==> config.mk <==
export PLATFORM = sky130hd
export DESIGN_NAME = ipsxe_floating_point_result_checker_v1_0_flat
export DESIGN_NICKNAME = d
export VERILOG_FILES = /design/src/rtl/ipsxe_floating_point_result_checker_v1_0_if.sv /design/src/rtl/ipsxe_floating_point_result_checker_v1_0.sv /design/src/flat_wrapper.sv
export SDC_FILE = /design/constraint.sdc
export NUM_CORES = 1
export LEC_CHECK = 0
export CAP_MARGIN = 20
export CORE_MARGIN = 2
export CORE_UTILIZATION = 61
export CTS_CLUSTER_DIAMETER = 50
export DETAILED_ROUTE_END_ITERATION = 7
export PLACE_DENSITY = 0.8
export RECOVER_POWER = 50
export SETUP_SLACK_MARGIN = 0.15
export SLEW_MARGIN = 0
export SYNTH_ARGS = -nofsm -noshare
export SYNTH_HDL_FRONTEND = slang
export SYNTH_SLANG_ARGS = --single-unit
==> constraint.sdc <==
create_clock -name i_aclk -period 3.1 [get_ports i_aclk]
set_clock_uncertainty 0.05 [all_clocks]
set_input_delay 0.62 -clock i_aclk [delete_from_list [all_inputs] [get_ports i_aclk]]
set_output_delay 0.62 -clock i_aclk [all_outputs]
set_load 0.05 [all_outputs]
==> src/rtl/ipsxe_floating_point_result_checker_v1_0_if.sv <==
// ----------------------------------------------------------------------------
// ipsxe_floating_point_result_checker_v1_0_if
//
// Stream bundle between the stimulus/core side and the result checker.
//
// Signals:
//   i_golden_tdata        expected (golden) result word
//   i_golden_tvalid       golden word valid
//   o_golden_tready       checker can accept a golden word
//   i_axi4s_result_tdata  result word produced by the core under test
//   i_axi4s_result_tvalid result word valid (no ready: always accepted)
//
// Handshake: a golden word transfers on a rising clock edge where
// i_golden_tvalid and o_golden_tready are both high. The source may raise
// tvalid independently of tready and must hold data stable until the transfer.
// The result stream has no back-pressure; every cycle with
// i_axi4s_result_tvalid high delivers one result word.
//
// Modports:
//   master  drives the golden and result streams (stimulus / core side)
//   slave   the checker
// ----------------------------------------------------------------------------
interface ipsxe_floating_point_result_checker_v1_0_if #(
  parameter int TDATA_OUT_WIDTH = 32
);
  logic [TDATA_OUT_WIDTH-1:0] i_golden_tdata;
  logic                       i_golden_tvalid;
  logic                       o_golden_tready;
  logic [TDATA_OUT_WIDTH-1:0] i_axi4s_result_tdata;
  logic                       i_axi4s_result_tvalid;

  modport master (
    output i_golden_tdata,
    output i_golden_tvalid,
    input  o_golden_tready,
    output i_axi4s_result_tdata,
    output i_axi4s_result_tvalid
  );

  modport slave (
    input  i_golden_tdata,
    input  i_golden_tvalid,
    output o_golden_tready,
    input  i_axi4s_result_tdata,
    input  i_axi4s_result_tvalid
  );
endinterface

==> src/rtl/ipsxe_floating_point_result_checker_v1_0.sv <==
// ----------------------------------------------------------------------------
// ipsxe_floating_point_result_checker_v1_0
//
// Latency-independent result checker for the floating-point IP example
// designs. Golden words are queued in a FIFO; every result word is compared
// in order with the oldest queued golden word. Pass/fail events are counted
// and the checker finishes after VECTOR_NUM results.
//
// Ports:
//   i_aclk              clock, rising edge
//   i_areset_n          asynchronous active-low reset
//   s_if (slave)        golden stream in (valid/ready), result stream in
//   o_pass_cnt          matching results (saturating)
//   o_fail_cnt          mismatching or unexpected results (saturating)
//   o_overflow          sticky: golden word offered while FIFO full
//   o_unexpected        sticky: result arrived while FIFO empty
//   o_done              VECTOR_NUM results have been checked
//   o_success           done with no failures, overflow or unexpected result
//   o_dbg_state         FSM state (0 IDLE, 1 RUN, 2 DONE)
//   o_dbg_fifo_count    golden FIFO occupancy
//   o_dbg_nan_pair      last compared pair had a NaN on both sides
//
// Build option:
//   IPSXE_FLT_CHECKER_NAN_EQ_EN  when defined, any NaN result matches any NaN
//                                golden word; otherwise strict bitwise compare.
// ----------------------------------------------------------------------------
module ipsxe_floating_point_result_checker_v1_0 #(
  parameter int TDATA_OUT_WIDTH = 32,
  parameter int EXP_WIDTH       = 8,
  parameter int MAN_WIDTH       = 23,
  parameter int FIFO_DEPTH      = 16,
  parameter int VECTOR_NUM      = 16,
  parameter int CNT_WIDTH       = 16
) (
  input  logic                           i_aclk,
  input  logic                           i_areset_n,
  ipsxe_floating_point_result_checker_v1_0_if.slave s_if,
  output logic [CNT_WIDTH-1:0]           o_pass_cnt,
  output logic [CNT_WIDTH-1:0]           o_fail_cnt,
  output logic                           o_overflow,
  output logic                           o_unexpected,
  output logic                           o_done,
  output logic                           o_success,
  output logic [1:0]                     o_dbg_state,
  output logic [$clog2(FIFO_DEPTH):0]    o_dbg_fifo_count,
  output logic                           o_dbg_nan_pair
);

  localparam int PTR_W = $clog2(FIFO_DEPTH);
  localparam int OCC_W = PTR_W + 1;
  localparam logic [OCC_W-1:0]     FULL_CNT = OCC_W'(FIFO_DEPTH);
  localparam logic [CNT_WIDTH-1:0] VEC_CNT  = CNT_WIDTH'(VECTOR_NUM);

  typedef enum logic [1:0] {
    ST_IDLE = 2'd0,
    ST_RUN  = 2'd1,
    ST_DONE = 2'd2
  } state_t;

  // NaN: exponent field all ones and a nonzero mantissa field.
  function automatic logic is_nan(input logic [TDATA_OUT_WIDTH-1:0] w);
    return (&w[EXP_WIDTH+MAN_WIDTH-1:MAN_WIDTH]) && (|w[MAN_WIDTH-1:0]);
  endfunction

  function automatic logic words_match(input logic [TDATA_OUT_WIDTH-1:0] g,
                                       input logic [TDATA_OUT_WIDTH-1:0] r);
`ifdef IPSXE_FLT_CHECKER_NAN_EQ_EN
    return (g == r) || (is_nan(g) && is_nan(r));
`else
    return (g == r);
`endif
  endfunction

  // Registered state
  state_t                     state_q,      state_d;
  logic [TDATA_OUT_WIDTH-1:0] mem_q [FIFO_DEPTH];
  logic [TDATA_OUT_WIDTH-1:0] mem_d [FIFO_DEPTH];
  logic [PTR_W-1:0]           wr_ptr_q,     wr_ptr_d;
  logic [PTR_W-1:0]           rd_ptr_q,     rd_ptr_d;
  logic [OCC_W-1:0]           count_q,      count_d;
  logic                       cmp_valid_q,  cmp_valid_d;
  logic                       cmp_match_q,  cmp_match_d;
  logic                       cmp_unexp_q,  cmp_unexp_d;
  logic                       cmp_nan_q,    cmp_nan_d;
  logic [CNT_WIDTH-1:0]       chk_cnt_q,    chk_cnt_d;
  logic [CNT_WIDTH-1:0]       pass_cnt_q,   pass_cnt_d;
  logic [CNT_WIDTH-1:0]       fail_cnt_q,   fail_cnt_d;
  logic                       overflow_q,   overflow_d;
  logic                       unexpected_q, unexpected_d;
  logic                       done_q,       done_d;
  logic                       success_q,    success_d;

  // Combinational helpers
  logic                       active;
  logic                       fifo_full;
  logic                       fifo_empty;
  logic                       push;
  logic                       pop;
  logic [TDATA_OUT_WIDTH-1:0] head;

  always_comb begin
    state_d      = state_q;
    mem_d        = mem_q;
    wr_ptr_d     = wr_ptr_q;
    rd_ptr_d     = rd_ptr_q;
    count_d      = count_q;
    cmp_valid_d  = 1'b0;
    cmp_match_d  = 1'b0;
    cmp_unexp_d  = 1'b0;
    cmp_nan_d    = cmp_nan_q;
    chk_cnt_d    = chk_cnt_q;
    pass_cnt_d   = pass_cnt_q;
    fail_cnt_d   = fail_cnt_q;
    overflow_d   = overflow_q;
    unexpected_d = unexpected_q;

    // Once DONE, both streams are ignored and all status is frozen.
    active     = (state_q != ST_DONE);
    fifo_full  = (count_q == FULL_CNT);
    fifo_empty = (count_q == '0);
    push       = active && s_if.i_golden_tvalid && !fifo_full;
    pop        = active && s_if.i_axi4s_result_tvalid && !fifo_empty;
    head       = mem_q[rd_ptr_q];

    // Golden FIFO. Pop decisions use only entries present at the start of
    // the cycle, so a same-cycle push is never compared against.
    if (push) begin
      mem_d[wr_ptr_q] = s_if.i_golden_tdata;
      wr_ptr_d        = wr_ptr_q + PTR_W'(1);
    end
    if (pop) begin
      rd_ptr_d = rd_ptr_q + PTR_W'(1);
    end
    case ({push, pop})
      2'b10:   count_d = count_q + OCC_W'(1);
      2'b01:   count_d = count_q - OCC_W'(1);
      default: count_d = count_q;
    endcase

    if (active && s_if.i_golden_tvalid && fifo_full) begin
      overflow_d = 1'b1;
    end

    // Compare stage: capture the verdict now, account for it next cycle.
    if (active && s_if.i_axi4s_result_tvalid) begin
      cmp_valid_d = 1'b1;
      cmp_unexp_d = fifo_empty;
      cmp_match_d = !fifo_empty && words_match(head, s_if.i_axi4s_result_tdata);
      cmp_nan_d   = !fifo_empty && is_nan(head) && is_nan(s_if.i_axi4s_result_tdata);
    end

    // Accounting stage. A verdict still in flight when DONE is reached is
    // dropped so counters freeze at exactly VECTOR_NUM checks.
    if (cmp_valid_q && active) begin
      chk_cnt_d = chk_cnt_q + CNT_WIDTH'(1);
      if (cmp_unexp_q) begin
        unexpected_d = 1'b1;
        fail_cnt_d   = (&fail_cnt_q) ? fail_cnt_q : fail_cnt_q + CNT_WIDTH'(1);
      end else if (cmp_match_q) begin
        pass_cnt_d   = (&pass_cnt_q) ? pass_cnt_q : pass_cnt_q + CNT_WIDTH'(1);
      end else begin
        fail_cnt_d   = (&fail_cnt_q) ? fail_cnt_q : fail_cnt_q + CNT_WIDTH'(1);
      end
    end

    case (state_q)
      ST_IDLE: begin
        if (push || s_if.i_axi4s_result_tvalid) begin
          state_d = ST_RUN;
        end
      end
      ST_RUN: begin
        if (chk_cnt_d == VEC_CNT) begin
          state_d = ST_DONE;
        end
      end
      ST_DONE: state_d = ST_DONE;
      default: state_d = ST_IDLE;
    endcase

    done_d    = (state_d == ST_DONE);
    success_d = done_d && (fail_cnt_d == '0) && !overflow_d && !unexpected_d;
  end

  always_ff @(posedge i_aclk or negedge i_areset_n) begin
    if (!i_areset_n) begin
      state_q      <= ST_IDLE;
      for (int i = 0; i < FIFO_DEPTH; i++) begin
        mem_q[i] <= '0;
      end
      wr_ptr_q     <= '0;
      rd_ptr_q     <= '0;
      count_q      <= '0;
      cmp_valid_q  <= 1'b0;
      cmp_match_q  <= 1'b0;
      cmp_unexp_q  <= 1'b0;
      cmp_nan_q    <= 1'b0;
      chk_cnt_q    <= '0;
      pass_cnt_q   <= '0;
      fail_cnt_q   <= '0;
      overflow_q   <= 1'b0;
      unexpected_q <= 1'b0;
      done_q       <= 1'b0;
      success_q    <= 1'b0;
    end else begin
      state_q      <= state_d;
      mem_q        <= mem_d;
      wr_ptr_q     <= wr_ptr_d;
      rd_ptr_q     <= rd_ptr_d;
      count_q      <= count_d;
      cmp_valid_q  <= cmp_valid_d;
      cmp_match_q  <= cmp_match_d;
      cmp_unexp_q  <= cmp_unexp_d;
      cmp_nan_q    <= cmp_nan_d;
      chk_cnt_q    <= chk_cnt_d;
      pass_cnt_q   <= pass_cnt_d;
      fail_cnt_q   <= fail_cnt_d;
      overflow_q   <= overflow_d;
      unexpected_q <= unexpected_d;
      done_q       <= done_d;
      success_q    <= success_d;
    end
  end

  // Ready stays high in DONE so the stimulus side never stalls.
  assign s_if.o_golden_tready = (state_q == ST_DONE) || (count_q != FULL_CNT);

  assign o_pass_cnt       = pass_cnt_q;
  assign o_fail_cnt       = fail_cnt_q;
  assign o_overflow       = overflow_q;
  assign o_unexpected     = unexpected_q;
  assign o_done           = done_q;
  assign o_success        = success_q;
  assign o_dbg_state      = state_q;
  assign o_dbg_fifo_count = count_q;
  assign o_dbg_nan_pair   = cmp_nan_q;

endmodule

==> src/flat_wrapper.sv <==
// flat-port wrapper written by rule: the top's interface ports become plain ports
module ipsxe_floating_point_result_checker_v1_0_flat 
#(
  parameter int TDATA_OUT_WIDTH = 32,
  parameter int EXP_WIDTH       = 8,
  parameter int MAN_WIDTH       = 23,
  parameter int FIFO_DEPTH      = 16,
  parameter int VECTOR_NUM      = 16,
  parameter int CNT_WIDTH       = 16
)
  (i_aclk, i_areset_n, o_pass_cnt, o_fail_cnt, o_overflow, o_unexpected, o_done, o_success, o_dbg_state, o_dbg_fifo_count, o_dbg_nan_pair, s_if_i_golden_tdata, s_if_i_golden_tvalid, s_if_o_golden_tready, s_if_i_axi4s_result_tdata, s_if_i_axi4s_result_tvalid);
  ipsxe_floating_point_result_checker_v1_0_if #(.TDATA_OUT_WIDTH(TDATA_OUT_WIDTH)) s_if_i ();
  input  logic i_aclk;
  input  logic i_areset_n;
  output logic [CNT_WIDTH-1:0] o_pass_cnt;
  output logic [CNT_WIDTH-1:0] o_fail_cnt;
  output logic o_overflow;
  output logic o_unexpected;
  output logic o_done;
  output logic o_success;
  output logic [1:0] o_dbg_state;
  output logic [$clog2(FIFO_DEPTH):0] o_dbg_fifo_count;
  output logic o_dbg_nan_pair;
  input wire logic [$bits(s_if_i.i_golden_tdata)-1:0] s_if_i_golden_tdata;
  input wire logic [$bits(s_if_i.i_golden_tvalid)-1:0] s_if_i_golden_tvalid;
  output wire logic [$bits(s_if_i.o_golden_tready)-1:0] s_if_o_golden_tready;
  input wire logic [$bits(s_if_i.i_axi4s_result_tdata)-1:0] s_if_i_axi4s_result_tdata;
  input wire logic [$bits(s_if_i.i_axi4s_result_tvalid)-1:0] s_if_i_axi4s_result_tvalid;
  assign s_if_i.i_golden_tdata = s_if_i_golden_tdata;
  assign s_if_i.i_golden_tvalid = s_if_i_golden_tvalid;
  assign s_if_o_golden_tready = s_if_i.o_golden_tready;
  assign s_if_i.i_axi4s_result_tdata = s_if_i_axi4s_result_tdata;
  assign s_if_i.i_axi4s_result_tvalid = s_if_i_axi4s_result_tvalid;
  ipsxe_floating_point_result_checker_v1_0 #(.TDATA_OUT_WIDTH(TDATA_OUT_WIDTH), .EXP_WIDTH(EXP_WIDTH), .MAN_WIDTH(MAN_WIDTH), .FIFO_DEPTH(FIFO_DEPTH), .VECTOR_NUM(VECTOR_NUM), .CNT_WIDTH(CNT_WIDTH)) u_core (.i_aclk(i_aclk), .i_areset_n(i_areset_n), .s_if(s_if_i), .o_pass_cnt(o_pass_cnt), .o_fail_cnt(o_fail_cnt), .o_overflow(o_overflow), .o_unexpected(o_unexpected), .o_done(o_done), .o_success(o_success), .o_dbg_state(o_dbg_state), .o_dbg_fifo_count(o_dbg_fifo_count), .o_dbg_nan_pair(o_dbg_nan_pair));
endmodule
======== Yosys cells after proc, flatten, opt, wreduce, memory -nomap -nowiden ========
Index checks and enable logic that the tools add are counted.
cells by class
  bitwise logic cells ..................... 4
  order comparisons ....................... 3
  reduce and logical (&&, ||, !) cells .... 32
  muxes and demuxes ....................... 21
  equal/unequal tests ..................... 10
  add/sub/neg operators ................... 7
operator list
  operator                 count
  $bwmux W512              1
  $bmux W32 S4             1
  $demux W32 S4            1
  $mux W32                 3
  $mux W16                 5
  $add A16 B1 Y16 const B  3
  $reduce_or A23 Y1        2
  $eq A32 B32 Y1           1
  $reduce_and A16 Y1       2
  $eq A16 B5 Y1 const B    1
  $logic_not A16 Y1        1
  $reduce_and A8 Y1        2
  $logic_and A1 B1 Y1      15
  $ge A5 B5 Y1 const B     2
  $not A4 Y5               2
  $pmux W5 S2              1
  $add A4 B1 Y4 const B    2
  $eq A2 B2 Y1 const B     3
  $mux W1                  6
  $pmux W2 S3              1
  $add A5 B1 Y5 const B    1
  $eq A5 B5 Y1 const B     1
  $logic_not A5 Y1         1
  $lt A5 B1 Y1 const B     1
  11 further kinds         18
word-level totals
  logic and storage cells ................. 108
  flip-flop bits (word level) ............. 583
  input port bits ......................... 68

======== Longest topological paths before layout ========
  depth after elaboration ................. 10
  depth in mapped cells ................... 14
  mapped depth without buffers ............ 13

======== Worst setup path after synthesis ========
OpenSTA, ideal clock, no wires.
  path kind ............................... register -> register
  start ................................... register u_core.state_q[0] (netlist: u_core.o_dbg_state[0])
  end ..................................... register u_core.count_q[4] (netlist: u_core.o_dbg_fifo_count[4])
  library setup time ...................... 124 ps
  cell stages (with the launch flop) ...... 15
  buffers on the path ..................... 1
  data arrival time ....................... 2801 ps
  setup slack ............................. 125 ps
  period minus slack after synthesis ...... 2975 ps
  required time ........................... 2926 ps
  cells stage by stage .................... dfrtp_1 nand2b_1 clkbuf_1 nand2_1 a21oi_2 inv_1 ha_1 inv_1 fa_1 inv_1 a21o_1 a21oi_1 xnor2_1 nor2_1 xnor2_1
on the way
  cells in the longest elaborated chain, start to end .. 5
  elaborated cells on any way between the ends .. 9
  classes of those cells .................. eq/ne (3); mux (1); reduce/logical (5)
ends and longest elaborated chain
  element                                              line                                                                                              text
  start: declaration                                   ipsxe_floating_point_result_checker_v1_0.sv:75                                                    state_t state_q, state_d;
  start signal: assignment                             ipsxe_floating_point_result_checker_v1_0.sv:206                                                   state_q <= state_d;
  $ne A2 B2 Y1 *                                       ipsxe_floating_point_result_checker_v1_0.sv:118                                                   active = (state_q != ST_DONE);
  $logic_and A1 B1 Y1 (on tied branches) (2 in a row)  ipsxe_floating_point_result_checker_v1_0.sv:122, ipsxe_floating_point_result_checker_v1_0.sv:121
  $eq A2 B1 Y1 or $eq A2 B2 Y1 (tied branches)         ipsxe_floating_point_result_checker_v1_0.sv:134                                                   case ({push, pop})
  $pmux W5 S2 or $reduce_bool A2 Y1 (tied branches)    --
  end signal: assignment                               ipsxe_floating_point_result_checker_v1_0.sv:210                                                   count_q <= count_d;
  end: declaration                                     ipsxe_floating_point_result_checker_v1_0.sv:80                                                    logic [OCC_W-1:0] count_q, count_d;
Mark *: on every way between the ends. The rest lies on a longest branch, timed or not.
A chain may end at the register's enable or synchronous reset.

======== Worst setup path in the final report ========
  start ................................... register u_core.rd_ptr_q[1]
  end ..................................... register u_core.cmp_match_q
on the way
  cells in the longest elaborated chain, start to end .. 7
ends and longest elaborated chain
  element                                      line                                             text
  start: declaration                           ipsxe_floating_point_result_checker_v1_0.sv:79   logic [PTR_W-1:0] rd_ptr_q, rd_ptr_d;
  start signal: assignment                     ipsxe_floating_point_result_checker_v1_0.sv:209  rd_ptr_q <= rd_ptr_d;
  $not A4 Y5 (not written as such)             ipsxe_floating_point_result_checker_v1_0.sv:123  head = mem_q[rd_ptr_q];
  $bmux W32 S4                                 ipsxe_floating_point_result_checker_v1_0.sv:123
  $mux W32 (not written as such) (2 in a row)  ipsxe_floating_point_result_checker_v1_0.sv:123
  $eq A32 B32 Y1                               ipsxe_floating_point_result_checker_v1_0.sv:70   return (g == r);
  $logic_and A1 B1 Y1                          ipsxe_floating_point_result_checker_v1_0.sv:148  cmp_match_d = !fifo_empty && words_match(head, s_if.i_axi4s_result_tdata);
  $mux W1                                      ipsxe_floating_point_result_checker_v1_0.sv:145  if (active && s_if.i_axi4s_result_tvalid) begin
  via u_core.cmp_match_d                       ipsxe_floating_point_result_checker_v1_0.sv:82   logic cmp_match_q, cmp_match_d;
  end signal: assignment                       ipsxe_floating_point_result_checker_v1_0.sv:212  cmp_match_q <= cmp_match_d;
  end: declaration                             ipsxe_floating_point_result_checker_v1_0.sv:82
The timed path passes the listed nets, and every way through them passes these cells. The select of a mux whose other input is x is not followed.

==> results.yml <==
outcome:
  outcome: "finished, violations left"
  violations: "capacitance limit, slew limit"
clocking:
  cts_tree: "done"
  numCtsBuffers: 61
  clk_pin_slew_ns: 0.06
  htreeDepth: 2
  root_buffer: "clkbuf_16"
  clock_latency_ns: 0.62
  cts.sinks: 583
  clockBufferDepth: 3
critical_path:
  worstPathRequired_ns: 3.61
  path_class: "reg2reg"
  cp_max_fo: 21
  cp-end-kind: "register"
  critical-path-slowest-cell: "dfrtp_4"
  worstPathArrival_ns: 3.52
  start_kind: "register"
  path_cells: "buf_12 -> mux4_2 -> mux2i_1 -> buf_4 -> mux2i_1 -> xnor2_1 -> o21ai_0 -> a2111oi_0 -> and4_1"
  critical-path-max-stage-delay_ns: 0.63
  cpMostUsedCell: "mux2i_1"
min_path:
  min_path_type: "reg2reg"
floorplan:
  fp-row-count: 78
  dieHeight_um: 219.2
  initial_utilization_pct: 61.96
  die_area_mm2: 0.04803
  io_pins: 113
  die_width_um: 219.2
  core-area_mm2: 0.04558
placement:
  dp_slack_ns: -0.1994
  dpl.hpwl_mm: 50.43
  io_buffers: 112
  dp.cells: 2712
  placed_area_mm2: 0.03084
  place_congestion: 0.9871
pwr:
  power.leakage_nw: 14.16
  p_total_mw: 37.46
  clkPwrFrac_pct: 20.8
  switchingPower_mw: 13.14
  power.share.switching_pct: 35.07
  vdd_ir_drop_max_uv: 737.3
  combPwrFrac_pct: 43.7
  p_seq_share_pct: 35.5
  p_int_mw: 24.33
  power_density_mw_per_mm2: 1132
route:
  drc_errors: 0
  dr.pass1.iters: 5
  vias_per_cell: 6.597
  wl_mm: 77.18
  vias: 18680
  ant_nets: 0
  drtIter0Drc: 1860
  avgRoutedWirePerCell_um: 27.26
layout:
  design_area_mm2: 0.03311
  final_cells: 2831
  syn_to_final_growth_pct: 17.25
  seqCellArea_mm2: 0.01460
  nNetsFinal: 2263
  antenna_cells: 0
  final_cell_mix: "578 x dfrtp_1, 534 x mux2_2, 110 x clkdlybuf4s50_1"
  fillers: 2932
  layout-drive-gt1-share_pct: 40.61
  final_common_cell: "dfrtp_1"
  multiInputGateArea_mm2: 0.01291
  fin_util_pct: 72.65
sta:
  period_share_pct: 97.06
  setup_violations: 0
  max_freq_mhz: 332.4
  slew_viol_final: 64
  fin_crit_ns: 3.009
  hold_viol_final: 0
  holdWs_ns: 0.4306
  fin_tns_setup_ns: 0
  rsz0062_at_grt: "yes"
  maxSlewHeadroom_pct: -32.20
  timing.final.ws_setup_ns: 0.09115
  worst_slew_pin_slew_ns: 1.983
yosys:
  ys_seq_area_share_pct: 51.66
  ys_ff_latch: 583
  synthCells: 2018
  synth_edf_count: 0
  synthTopCellsByArea: "dfrtp_1 52%, mux2_2 21%, mux4_2 7.7%"
  netlist_area_mm2: 0.02824
  synth_cell_types: 85
  yosys_warnings: 0
  async_flop_share_pct: 100.0
  synth_ff_type: "dfrtp_1"
  synth_nets: 2099
  yosysTopAreaCell: "dfrtp_1"
  syn_area_per_cell_um2: 13.99
  synth_top_area_share_pct: 51.66
grt:
  grt_pass1_vias: 19250
  grt_max_degree: 97
  antenna_found_initial: 2
  grt_usage_pct: 32.76
  grt-ovfl-total: 0
  grt_pass1_wl_mm: 117.6
run:
  cap_violations: 1
==> area by class of cell <==
| class | instances | area share [%] |
|---|---|---|
| clock buffers | 88 | 5.468 |
| multi-input cells | 1264 | 38.98 |
| inverters | 27 | 0.3061 |
| well taps | 600 | 2.267 |
| repair buffers | 245 | 7.792 |
| clock inverters | 24 | 1.088 |
| flip-flops and latches | 583 | 44.10 |
==> sequential cells by signal (all words and copies together) (netlist names) <==
signal	flops
u_core.chk_cnt_q	16
u_core.cmp_match_q	1
u_core.cmp_unexp_q	1
u_core.cmp_valid_q	1
u_core.mem_q	512
u_core.o_dbg_fifo_count	5
u_core.o_dbg_nan_pair	1
u_core.o_dbg_state	2
u_core.o_done	1
u_core.o_fail_cnt	16
u_core.o_overflow	1
u_core.o_pass_cnt	16
u_core.o_success	1
u_core.o_unexpected	1
u_core.rd_ptr_q	4
u_core.wr_ptr_q	4
==> layer usage <==
layer  GRT usage, %  wire length [µm]  vias to the layer above
li1               -                 -                     7787
met1          45.51             32140                     9873
met2          51.92             36650                      798
met3          5.322              5276                      213
met4          13.63              3084                        4
met5              0                30                        -
==> worst max-delay path, delay by kind of cell, from the launching register on <==
kind	cells	cell delay, ns
flip-flops	1	0.63
XOR/XNOR	1	0.35
AO/OA/AOI/OAI	2	0.50
multiplexers	3	0.78
AND/OR/NAND/NOR	1	0.25
buffers and inverters	2	0.38
==> worst paths after layout <==
check	from	end	slack, ns	cells past startpoint
min in group asynchronous	i_areset_n	u_core.o_pass_cnt[8]	1.06	2
max in group asynchronous	i_areset_n	u_core.mem_q[394]	0.40	3
min	u_core.chk_cnt_q[15]	u_core.chk_cnt_q[15]	0.43	1
max reg2reg	u_core.rd_ptr_q[1]	u_core.cmp_match_q	0.09	9
max	u_core.rd_ptr_q[1]	u_core.cmp_match_q	0.09	9
min reg2reg	u_core.chk_cnt_q[15]	u_core.chk_cnt_q[15]	0.43	1
==> synth_stat cells, types with 4 or more instances <==
| library cell | number |
|---|---|
| o22ai_1 | 12 |
| and3_1 | 14 |
| mux4_2 | 97 |
| clkbuf_1 | 70 |
| nand3_1 | 31 |
| xor2_1 | 28 |
| mux2_2 | 534 |
| a221oi_1 | 5 |
| o2111ai_1 | 5 |
| a22oi_1 | 9 |
| xnor2_1 | 54 |
| buf_12 | 5 |
| dfrtp_1 | 583 |
| ha_1 | 12 |
| a21oi_1 | 27 |
| nor3b_1 | 4 |
| a31oi_1 | 8 |
| nand2_1 | 84 |
| inv_1 | 25 |
| nor2b_1 | 11 |
| buf_6 | 8 |
| and4_1 | 7 |
| nor3_1 | 29 |
| a21o_1 | 4 |
| buf_1 | 8 |
| nand2b_1 | 10 |
| nand4_1 | 20 |
| o31ai_1 | 5 |
| a211oi_1 | 6 |
| nor4b_1 | 5 |
| mux4_1 | 12 |
| nor2_1 | 52 |
| o21ai_0 | 22 |
| mux2i_1 | 67 |
| buf_2 | 45 |
| nor4_1 | 17 |
| and2_1 | 9 |
==> timing repair <==
action | CTS | global route
endpoints found under the hold margin | 53 | 0
hold buffers | 1 | 0
gates resized for setup | 3 | 18
setup endpoints to repair | 3 | 3
buffers inserted | 2 | 3
cloned | 0 | 1
==> cell families (layout without fill, tap and decap cells) <==
| group | after synthesis | after routing | synth area share [%] |
|---|---|---|---|
| muxes | 710 | 710 | 32.52 |
| xor gates and xnor gates | 83 | 83 | 2.601 |
| DFF | 583 | 583 | 51.66 |
| buffers and inverters | 171 | 384 | 3.204 |
| AOI/OAI and AO/OA | 143 | 143 | 3.602 |
| adders and majority gates | 13 | 13 | 0.6026 |
| and+or+nand+nor | 315 | 315 | 5.804 |
==> power groups by stage <==
stage	Combinational [mW]	Clock, mW	Sequential, mW
2_1_floorplan	10.8	0	12.7
3_3_place_gp	15.3	0	13.0
3_5_place_dp	15.7	0	13.3
4_1_cts	16.0	7.87	13.2
5_1_grt	17.2	8.19	13.6
6_report	16.4	7.81	13.3
Power figures use the tool's default switching activity.
